$ cat src/rtl/rotary_quad_decoder.sv
// Quadrature rotary-encoder front end: synchronizes and debounces the A/B channels,
// then decodes full detents into one-clock step pulses with a sticky illegal-transition flag.
module rotary_quad_decoder #(
  parameter int TICK_DIV       = 2700,
  parameter int DEBOUNCE_COUNT = 10
) (
  input  logic       clk,
  input  logic       rst,
  input  logic       enc_a,
  input  logic       enc_b,
  input  logic       clr_err,
  output logic       step_up,
  output logic       step_down,
  output logic       err,
  output logic [1:0] ab_state
);

  localparam int TW = (TICK_DIV > 1) ? $clog2(TICK_DIV) : 1;

  // Channel index 1 is A and index 0 is B, so the filtered vector is ab_state directly.
  logic [1:0]    meta_q, sync_q, filt_q;
  logic [4:0]    deb_cnt_q [2];
  logic [TW-1:0] tick_cnt_q;
  logic          tick;

  logic [1:0]        prev_q;
  logic signed [2:0] acc_q, acc_d;
  logic              step_up_q, step_up_d;
  logic              step_down_q, step_down_d;
  logic              err_q, err_d;

  assign tick = (tick_cnt_q == TW'(TICK_DIV - 1));

  // NOTE: sequential state uses non-blocking assignments so every flop samples
  // the pre-edge value of its neighbours, independent of statement order.
  always_ff @(posedge clk) begin
    if (rst) begin
      meta_q     <= 2'b11;
      sync_q     <= 2'b11;
      filt_q     <= 2'b11;
      tick_cnt_q <= '0;
      for (int i = 0; i < 2; i++) deb_cnt_q[i] <= '0;
    end else begin
      meta_q     <= {enc_a, enc_b};
      sync_q     <= meta_q;
      tick_cnt_q <= tick ? '0 : tick_cnt_q + TW'(1);
      if (tick) begin
        for (int i = 0; i < 2; i++) begin
          if (sync_q[i] != filt_q[i]) begin
            if (deb_cnt_q[i] == 5'(DEBOUNCE_COUNT - 1)) begin
              filt_q[i]    <= sync_q[i];
              deb_cnt_q[i] <= '0;
            end else begin
              deb_cnt_q[i] <= deb_cnt_q[i] + 5'd1;
            end
          end else begin
            deb_cnt_q[i] <= '0;
          end
        end
      end
    end
  end

  // Position along the clockwise cycle 11 -> 10 -> 00 -> 01.
  function automatic logic [1:0] cw_pos(input logic [1:0] ab);
    case (ab)
      2'b11:   cw_pos = 2'd0;
      2'b10:   cw_pos = 2'd1;
      2'b00:   cw_pos = 2'd2;
      default: cw_pos = 2'd3;
    endcase
  endfunction

  logic [1:0]        pos_step;
  logic signed [3:0] delta, sum;

  // NOTE: every always_comb output gets a default first so no path can infer a latch.
  always_comb begin
    step_up_d   = 1'b0;
    step_down_d = 1'b0;
    err_d       = err_q & ~clr_err;
    acc_d       = acc_q;
    pos_step    = cw_pos(ab_state) - cw_pos(prev_q);
    delta       = 4'sd0;
    if (pos_step == 2'd1)      delta = 4'sd1;
    else if (pos_step == 2'd3) delta = -4'sd1;
    sum = 4'(acc_q) + delta;

    if (pos_step == 2'd2) begin
      err_d = 1'b1;                      // set wins over clr_err
    end else if (pos_step != 2'd0) begin
      if (ab_state == 2'b11) begin
        step_up_d   = (sum == 4'sd4);
        step_down_d = (sum == -4'sd4);
        acc_d       = 3'sd0;
      end else if (sum > 4'sd3) begin
        acc_d = 3'sd3;
      end else if (sum < -4'sd3) begin
        acc_d = -3'sd3;
      end else begin
        acc_d = sum[2:0];
      end
    end
  end

  always_ff @(posedge clk) begin
    if (rst) begin
      prev_q      <= 2'b11;
      acc_q       <= 3'sd0;
      step_up_q   <= 1'b0;
      step_down_q <= 1'b0;
      err_q       <= 1'b0;
    end else begin
      prev_q      <= ab_state;
      acc_q       <= acc_d;
      step_up_q   <= step_up_d;
      step_down_q <= step_down_d;
      err_q       <= err_d;
    end
  end

  assign ab_state  = filt_q;
  assign step_up   = step_up_q;
  assign step_down = step_down_q;
  assign err       = err_q;

endmodule

$ cat config.mk
export PLATFORM = sky130hd
export DESIGN_NAME = rotary_quad_decoder
export DESIGN_NICKNAME = d
export VERILOG_FILES = /design/src/rtl/rotary_quad_decoder.sv
export SDC_FILE = /design/constraint.sdc
export NUM_CORES = 1
export LEC_CHECK = 0
export CAP_MARGIN = 10
export CELL_PAD_IN_SITES_DETAIL_PLACEMENT = 0
export CELL_PAD_IN_SITES_GLOBAL_PLACEMENT = 2
export CORE_ASPECT_RATIO = 0.5
export CORE_MARGIN = 10
export CORE_UTILIZATION = 35
export DETAILED_ROUTE_END_ITERATION = 8
export PLACE_DENSITY = 0.75
export REMOVE_ABC_BUFFERS = 1
export SLEW_MARGIN = 20
export SYNTH_ARGS = -nofsm -noshare
export SYNTH_HDL_FRONTEND = slang
export SYNTH_SLANG_ARGS = --single-unit
export TNS_END_PERCENT = 10
$ cat constraint.sdc
create_clock -name clk -period 4.05 [get_ports clk]
set_clock_uncertainty 0.15 [all_clocks]
set_input_delay 0.81 -clock clk [delete_from_list [all_inputs] [get_ports clk]]
set_output_delay 0.81 -clock clk [all_outputs]
set_load 0.05 [all_outputs]
; After elaboration in Yosys (flattened, before gate mapping)
; Memories as Yosys holds them, arrays and structs flattened.
; Cells that the tools add are included.
[word_totals]
reg_bits = 26
ram_bits = 10
inputBits = 5
out_inout_bits = 5
word_cells = 95
memories = 1
[op_classes]
add_sub_neg = 5
order_cmp = 2
n_eq_ne = 14
n_mux = 44
bitwise = 11
n_reduce_logical = 8
[mem_list]
columns = memory, depth, width, rd, rd_ports_with_merged_regs, wr, line_no
row1 = deb_cnt_q, 2, 5, 2, 0, 2, 22  ; logic [4:0] deb_cnt_q [2];
[op_table]
columns = operator, n
row1 = $mux W1, 31
row2 = $mux W5, 6
row3 = $add A12 B1 Y12 const B, 1
row4 = $eq A12 B12 Y1 const B, 1
row5 = $eq A2 B2 Y1 const B, 6
row6 = $pmux W2 S3, 2
row7 = $add A5 B1 Y5 const B, 2
row8 = $eq A5 B4 Y1 const B, 2
row9 = $mux W3, 3
row10 = $mux W4, 2
row11 = $or A1 B1 Y1, 6
row12 = $reduce_and A3 Y1, 2
row13 = $add A3 B4 Y4, 1
row14 = $eq A4 B3 Y1 const B, 1
row15 = $eq A4 B4 Y1 const B, 1
row16 = $gt A4 B3 Y1 const B, 1
row17 = $logic_not A2 Y1, 2
row18 = $lt A4 B3 Y1 const B, 1
row19 = $not A1 Y1, 4
row20 = $reduce_or A4 Y1, 1
row21 = $eq A2 B1 Y1 const B, 1
row22 = $ne A1 B1 Y1, 2
row23 = $reduce_and A2 Y1, 1
row24 = $reduce_bool A2 Y1, 1
row25 = 3 further kinds, 3

; Longest topological paths before layout
; Gate-level depths: netlist of the first run.
[depth]
depth_word = 11
depth_mapped = 14

; Worst setup path after synthesis of the first run
; OpenSTA, ideal clock, no wires.
[synth_path]
kind = reg-to-reg
startpoint = register filt_q[0], in the netlist ab_state[0]
endpoint = register acc_q[0]
arrival_time_ps = 3101
required_ps = 3826
setup_slack_ps = 724
path_stages_with_launch = 15
n_path_buf = 0
period_less_slack_ps = 3326
cell_sequence = dfxtp_1 > inv_1 > ha_1 > inv_1 > ha_1 > xnor3_1 > or3_4 > nand2_1 > ha_1 > nor2_1 > nor2_1 > inv_1 > a21boi_1 > or3_1 > a31oi_1
[synth_between]
elab_chain_cells = 11
[synth_rtl]
columns = item, line_no
row1 = start: declaration, 21  ; logic [1:0] meta_q, sync_q, filt_q;
row2 = start signal: indexed assignment, 51  ; filt_q[i] <= sync_q[i];
row3 = $eq A2 B2 Y1 (tied with other cells), 66  ; case (ab)
row4 = $pmux W2 S3, 66
row5 = $sub A2 B2 Y2, 83  ; pos_step = cw_pos(ab_state) - cw_pos(prev_q);
row6 = $eq A2 B2 Y1, 86  ; else if (pos_step == 2'd3) delta = -4'sd1;
row7 = $mux W4, 86
row8 = $mux W4, 85  ; if (pos_step == 2'd1) delta = 4'sd1;
row9 = $add A3 B4 Y4, 87  ; sum = 4'(acc_q) + delta;
row10 = $lt A4 B3 Y1, 98  ; end else if (sum < -4'sd3) begin
row11 = $mux W3, 98
row12 = $mux W3, 96  ; end else if (sum > 4'sd3) begin
row13 = $mux W3, 92  ; if (ab_state == 2'b11) begin
row14 = end signal: assignment, 109  ; acc_q <= 3'sd0;
row15 = end signal: assignment, 115  ; acc_q <= acc_d;
row16 = end: declaration, 27  ; logic signed [2:0] acc_q, acc_d;
; Parallel ways exist; a longest one is shown, timed or not.
; A chain may end at the register's enable or synchronous reset.

; Worst setup path after layout of the first run
; Ends and elaborated chain as after synthesis.

==> results_dict.tcl, run 1 <==
set metrics [dict create \
    status "complete, no violations" \
    post-dp-hpwl_um 2240 \
    clock_path_buffers 2 \
    routed_wl_um 3060 \
    dpl-instance-area_um2 2010 \
    gp_congestion 0.735 \
    area_growth_pct 12.8 \
    min_period_over_period_pct 81.8 \
    synthTopCellsByArea "dfxtp_1 28%, edfxtp_1 16%, ha_1 8.8%, nor2_1 6.3%, xnor2_1 4.2%" \
    die_w_um 123 \
    cts_resized 0 \
    drcViolationCount 0 \
    slowest_stage "dfxtp_1" \
    slew_violations 0 \
    crit_type "reg2reg" \
    rsz0062_at_grt "false" \
    cts_tree "built" \
    syn_area_per_cell_um2 9.71 \
    antenna_found_initial 0 \
    grt_usage_pct 7.45 \
    dpl.cell_count 267 \
    relSlewSlack_pct 56.6 \
    ys_ff_latch 36 \
    die_h_um 71.5 \
    fin_nets 222 \
    worst_pin_slew_ns 0.651 \
    cts_hold_buf 0 \
    ir_drop_v 0.000131 \
    seq_area_frac_synth_pct 44.2 \
    core-area_um2 5020 \
    wl_per_cell_um 11.1 \
    yosysWarnings 0 \
    setup_slack_ns 0.737 \
    start_util_pct 36.9 \
    async_reset_ff_share_pct 0 \
    num_rows 18 \
    p_leak_nw 0.862 \
    synthFlopType "dfxtp_1" \
    dr.pass1.iters 4 \
    clock_sink_count 36 \
    post_layout_nonfiller_instances 275 \
    cap_violations 0 \
    die_area_um2 8790 \
    grt_max_degree 18 \
    synth-edff-count 10 \
    grt_pass1_vias 1149 \
    end_kind "flip-flop" \
    ioPinCount 10 \
    drt-initial-drc-count 116 \
    final_cell_mix "31 x nor2_1, 26 x dfxtp_1, 13 x ha_1" \
    final.min_clock_period_ns 3.31 \
    required_ns 4.11 \
    drive_above_1_share_pct 8.78 \
    grt_overflow 0 \
    clk_pin_slew_ns 0.07 \
    cp_num_buf_inv 3 \
    path_cells "inv_1 > ha_1 > inv_1 > ha_1 > xnor3_1 > or3_4 > nand2_1 > ha_1 > nor2_1 > nor2_1 > inv_1 > a21boi_1 > or3_1 > a31oi_1" \
    final.fill_count 493 \
    crit_fanout 7 \
    max_stage_delay_ns 0.46 \
    syn_inst 191 \
    hold_viol 0 \
    final_core_util_pct 41.7 \
    numCtsBuffers 5 \
    grt_pass1_wl_um 5240 \
    drt.antenna.violating_nets 0 \
    finalSetupViolations 0 \
    clk_latency_ns 0.29 \
    num_antenna_cells 0 \
    via_count 1252 \
    htree_levels 2 \
    yosysUniqueCellTypes 41 \
    post_cts_buffers 0 \
    critPathTopFamily "simple AND/OR/NAND/NOR gates" \
    cp-start-kind "flip-flop" \
    netlist_area_um2 1860 \
    tns_ns 0 \
    p_per_area_nw_per_um2 312 \
    crit_arrival_ns 3.37 \
    numPortBuffers 9 \
    hold_class "reg2reg" \
    clock-root-buffer "clkbuf_8" \
    max_freq_ghz 0.302 \
    via_per_inst 4.55 \
    finish.instance_area_um2 2090 \
    yosys.area.top_type_share_pct 28.1 \
    synth_area_leader_cell "dfxtp_1" \
    preCtsSetupSlack_ns 0.755 \
    layout_commonest_cell "nor2_1" \
]
## where the power goes
part	leakage [nW]	internal, mW	switching [mW]
combinational	0.495	0.0102	0.00980
clock	0.0479	0.120	0.132
sequential	0.319	0.376	0.00470
total	0.862	0.506	0.147
## worst paths after layout
check	slack (ns)	to	startpoint	depth (start not counted)
min	0.26	sync_q[0]$_SDFF_PP1_	meta_q[0]$_SDFF_PP1_	1
min reg2reg	0.26	sync_q[0]$_SDFF_PP1_	meta_q[0]$_SDFF_PP1_	1
max	0.74	acc_q[0]$_SDFFE_PP0P_	ab_state[0]$_SDFFE_PP1P_	14
max reg2reg	0.74	acc_q[0]$_SDFFE_PP0P_	ab_state[0]$_SDFFE_PP1P_	14
## kinds of logic (layout without fill, tap and decap cells)
logic type                 count (synthesis)  after routing  share of synthesized area (%)
adders and majority gates                 13             13                           8.77
DFF                                       36             36                           44.2
muxes                                      2              2                           1.08
AOI/OAI and AO/OA                         21             21                           7.22
and+or+nand+nor                           84             84                           23.6
xor gates and xnor gates                  20             20                           11.2
buffers and inverters                     15             29                           3.91
## layout make-up
class | count | area, µm² | share of cell area, %
multi-input cells | 140 | 962 | 46.0
flip-flops and latches | 36 | 821 | 39.2
repair buffers | 9 | 90.1 | 4.30
well taps | 70 | 87.6 | 4.18
clock buffers | 5 | 68.8 | 3.29
inverters | 12 | 45.0 | 2.15
clock inverters | 3 | 18.8 | 0.897
## registers in the layout, summed over array words and instances, names as in the netlist
signal      flops
step_up         1
tick_cnt_q     12
ab_state        2
err             1
acc_q           3
meta_q          2
deb_cnt_q      10
step_down       1
prev_q          2
sync_q          2
## synthesized netlist by cell type (all sizes together), types with 2 or more instances
master	n
dfxtp	26
buf	2
inv	12
nand2b	6
ha	13
mux2i	2
a21boi	2
nor3	2
xor2	9
and3	5
nor2b	4
or2	6
o21ai	5
nand3	8
o31ai	2
edfxtp	10
xnor2	9
a21oi	6
nand2	9
or3	3
or4	3
nor2	32
## through the flow
| stage | power, mW | hold slack, ns |
|---|---|---|
| after floorplan | 0.401 | 0.239 |
| after global placement | 0.410 | 0.243 |
| after detailed placement | 0.409 | 0.247 |
| after CTS | 0.666 | 0.259 |
| after global routing | 0.684 | 0.273 |
| final | 0.653 | 0.258 |
## routing by layer
layer,up-vias,track usage [%],wire length (µm)
met4,0,4.24,56
met2,10,10.8,1300
met5,-,0,0
li1,675,-,-
met3,4,2.42,93
met1,563,9.57,1610
## worst register-to-register path: stages (launching register included)
cell,delay (ns)
dfxtp_1,0.46
inv_1,0.08
ha_1,0.30
inv_1,0.06
ha_1,0.16
xnor3_1,0.40
or3_4,0.35
nand2_1,0.08
ha_1,0.25
nor2_1,0.18
nor2_1,0.07
inv_1,0.05
a21boi_1,0.07
or3_1,0.39
a31oi_1,0.18
(Power assumes the default switching activity.)
==> run 2, diff against run 1 <==
Clock period 4.05 ns to 3.2 ns, I/O delays scaled along.
==> run 2 against run 1 <==
  * Setup slack worse by 0.52 ns
  * Critical path type unchanged
  * Clock power is 42% higher
  * Sequential power is 27% higher
  * Hold slack hardly changed
  * Cell count is 1.8% higher
  * Sequential share of layout area is 1.1 points lower
  * Final area is 2.9% higher
  * Critical path depth is 1 lower
  * Total power is 33% higher
  * Routed wire length is 5.8% higher
==> results_dict.tcl, run 2 (synthesized netlist as in run 1, its figures left out) <==
set metrics [dict create \
    gp_congestion 0.803 \
    num_antenna_cells 0 \
    grt_max_degree 18 \
    grt_pass1_wl_um 5640 \
    p_int_uw 689 \
    final_core_util_pct 42.9 \
    layout_commonest_cell "nor2_1" \
    post-dp-hpwl_um 2390 \
    cts_tree "built" \
    drt-initial-drc-count 41 \
    via_per_inst 4.59 \
    use_met3_pct 2.66 \
    grt-busiest-layer "met2" \
    drive_above_1_share_pct 11.0 \
    clock_sink_count 36 \
    p_switching_uw 176 \
    grt_pass1_vias 1256 \
    fin_nets 227 \
    area_growth_pct 16.0 \
    num_rows 18 \
    drcViolationCount 0 \
    min_period_over_period_pct 93.2 \
    slew_violations 0 \
    final.min_clock_period_ns 2.98 \
    total_power_uw 866 \
    whs_ns 0.258 \
    antenna_found_initial 0 \
    post_cts_buffers 0 \
    largest_reg_flops 12 \
    end_kind "flip-flop" \
    cp-start-kind "flip-flop" \
    rsz0062_at_grt "false" \
    clock_path_buffers 2 \
    die_area_um2 8790 \
    grt_usage_pct 7.90 \
    core-area_um2 5020 \
    grt_overflow 0 \
    p_leak_nw 0.891 \
    hold_class "reg2reg" \
    use_met1_pct 9.82 \
    die_h_um 71.5 \
    clk_latency_ns 0.28 \
    worst_pin_slew_ns 0.500 \
    crit_fanout 6 \
    swShare_pct 20.4 \
    power.share.sequential_pct 55.7 \
    cap_violations 0 \
    status "complete, no violations" \
    preCtsSetupSlack_ns 0.105 \
    dr.pass1.iters 4 \
    hold_viol 0 \
    top_register "tick_cnt_q" \
    start_util_pct 36.9 \
    ir_drop_v 0.000152 \
    dpl.cell_count 272 \
    setup_slack_ns 0.219 \
    via_count 1286 \
    required_ns 3.26 \
    max_freq_ghz 0.335 \
    wl_per_cell_um 11.6 \
    post_layout_nonfiller_instances 280 \
    finalSetupViolations 0 \
    ioPinCount 10 \
    dpl-instance-area_um2 2040 \
    clock-root-buffer "clkbuf_8" \
    combPwrFrac_pct 3.1 \
    crit_arrival_ns 3.04 \
    tns_ns 0 \
    top_regs "tick_cnt_q (12), deb_cnt_q (10), acc_q (3)" \
    numCtsBuffers 5 \
    routed_wl_um 3240 \
    relSlewSlack_pct 66.6 \
    grtUsageMet2_pct 12.0 \
    numPortBuffers 9 \
    p_per_area_nw_per_um2 402 \
    htree_levels 2 \
    clk_pin_slew_ns 0.07 \
    crit_type "reg2reg" \
    die_w_um 123 \
    drt.antenna.violating_nets 0 \
    final_cell_mix "30 x nor2_1, 26 x dfxtp_1, 13 x ha_1" \
    finish.instance_area_um2 2150 \
    power.share.clock_pct 41.2 \
]
==> run 2: cell types whose count changed in the layout (fill, tap and decap cells not counted), sizes merged <==
cell	previous run	this run
clkbuf	5	7
buf	0	5
clkinv	3	1
==> run 2: path summary, 6_finish.rpt <==
| check | slack, ns | start | to | cells past startpoint |
|---|---|---|---|---|
| worst min register to register | 0.26 | meta_q[1]$_SDFF_PP1_ | sync_q[1]$_SDFF_PP1_ | 1 |
| worst min-delay path | 0.26 | meta_q[1]$_SDFF_PP1_ | sync_q[1]$_SDFF_PP1_ | 1 |
| worst max-delay path | 0.22 | ab_state[0]$_SDFFE_PP1P_ | acc_q[0]$_SDFFE_PP0P_ | 13 |
| worst max register to register | 0.22 | ab_state[0]$_SDFFE_PP1P_ | acc_q[0]$_SDFFE_PP0P_ | 13 |
==> run 2: critical path: stages (launching register included) <==
cell and delay (ns):
dfxtp_1 0.31, buf_4 0.16, ha_1 0.23, nor2_4 0.14
xnor3_1 0.32, or3_4 0.35, nand2_1 0.08, ha_1 0.27
nor2_4 0.13, nor2_1 0.05, inv_1 0.06, a21boi_1 0.07
or3_1 0.42, a31oi_1 0.17
==> run 2: layout make-up <==
class | count | area (µm²)
fill | 499 | 2870
multi-input combinational | 140 | 970
sequential | 36 | 821
timing repair buffer | 14 | 128
clock buffer | 7 | 97.6
tap | 70 | 87.6
inverter | 12 | 45.0
clock inverter | 1 | 5.00
==> run 2: layer usage <==
layer / part of all wire, % / up-vias
met5: 0 / -
met4: 1.8 / 0
met3: 3.3 / 8
met2: 43 / 10
met1: 52 / 583
li1: - / 685
==> run 2: what timing repair did <==
action | CTS | global route
setup endpoints to repair | 0 | 2
hold buffers | 0 | 0
hold endpoints to repair | 0 | 0
gates resized for setup | 0 | 2
==> run 2: power by group through the flow <==
stage | logic (mW) | registers (mW) | clock network (mW)
2_1_floorplan | 0.0160 | 0.491 | 0
3_3_place_gp | 0.0269 | 0.492 | 0
3_5_place_dp | 0.0270 | 0.492 | 0
4_1_cts | 0.0273 | 0.482 | 0.373
5_1_grt | 0.0304 | 0.483 | 0.391
6_report | 0.0268 | 0.482 | 0.357
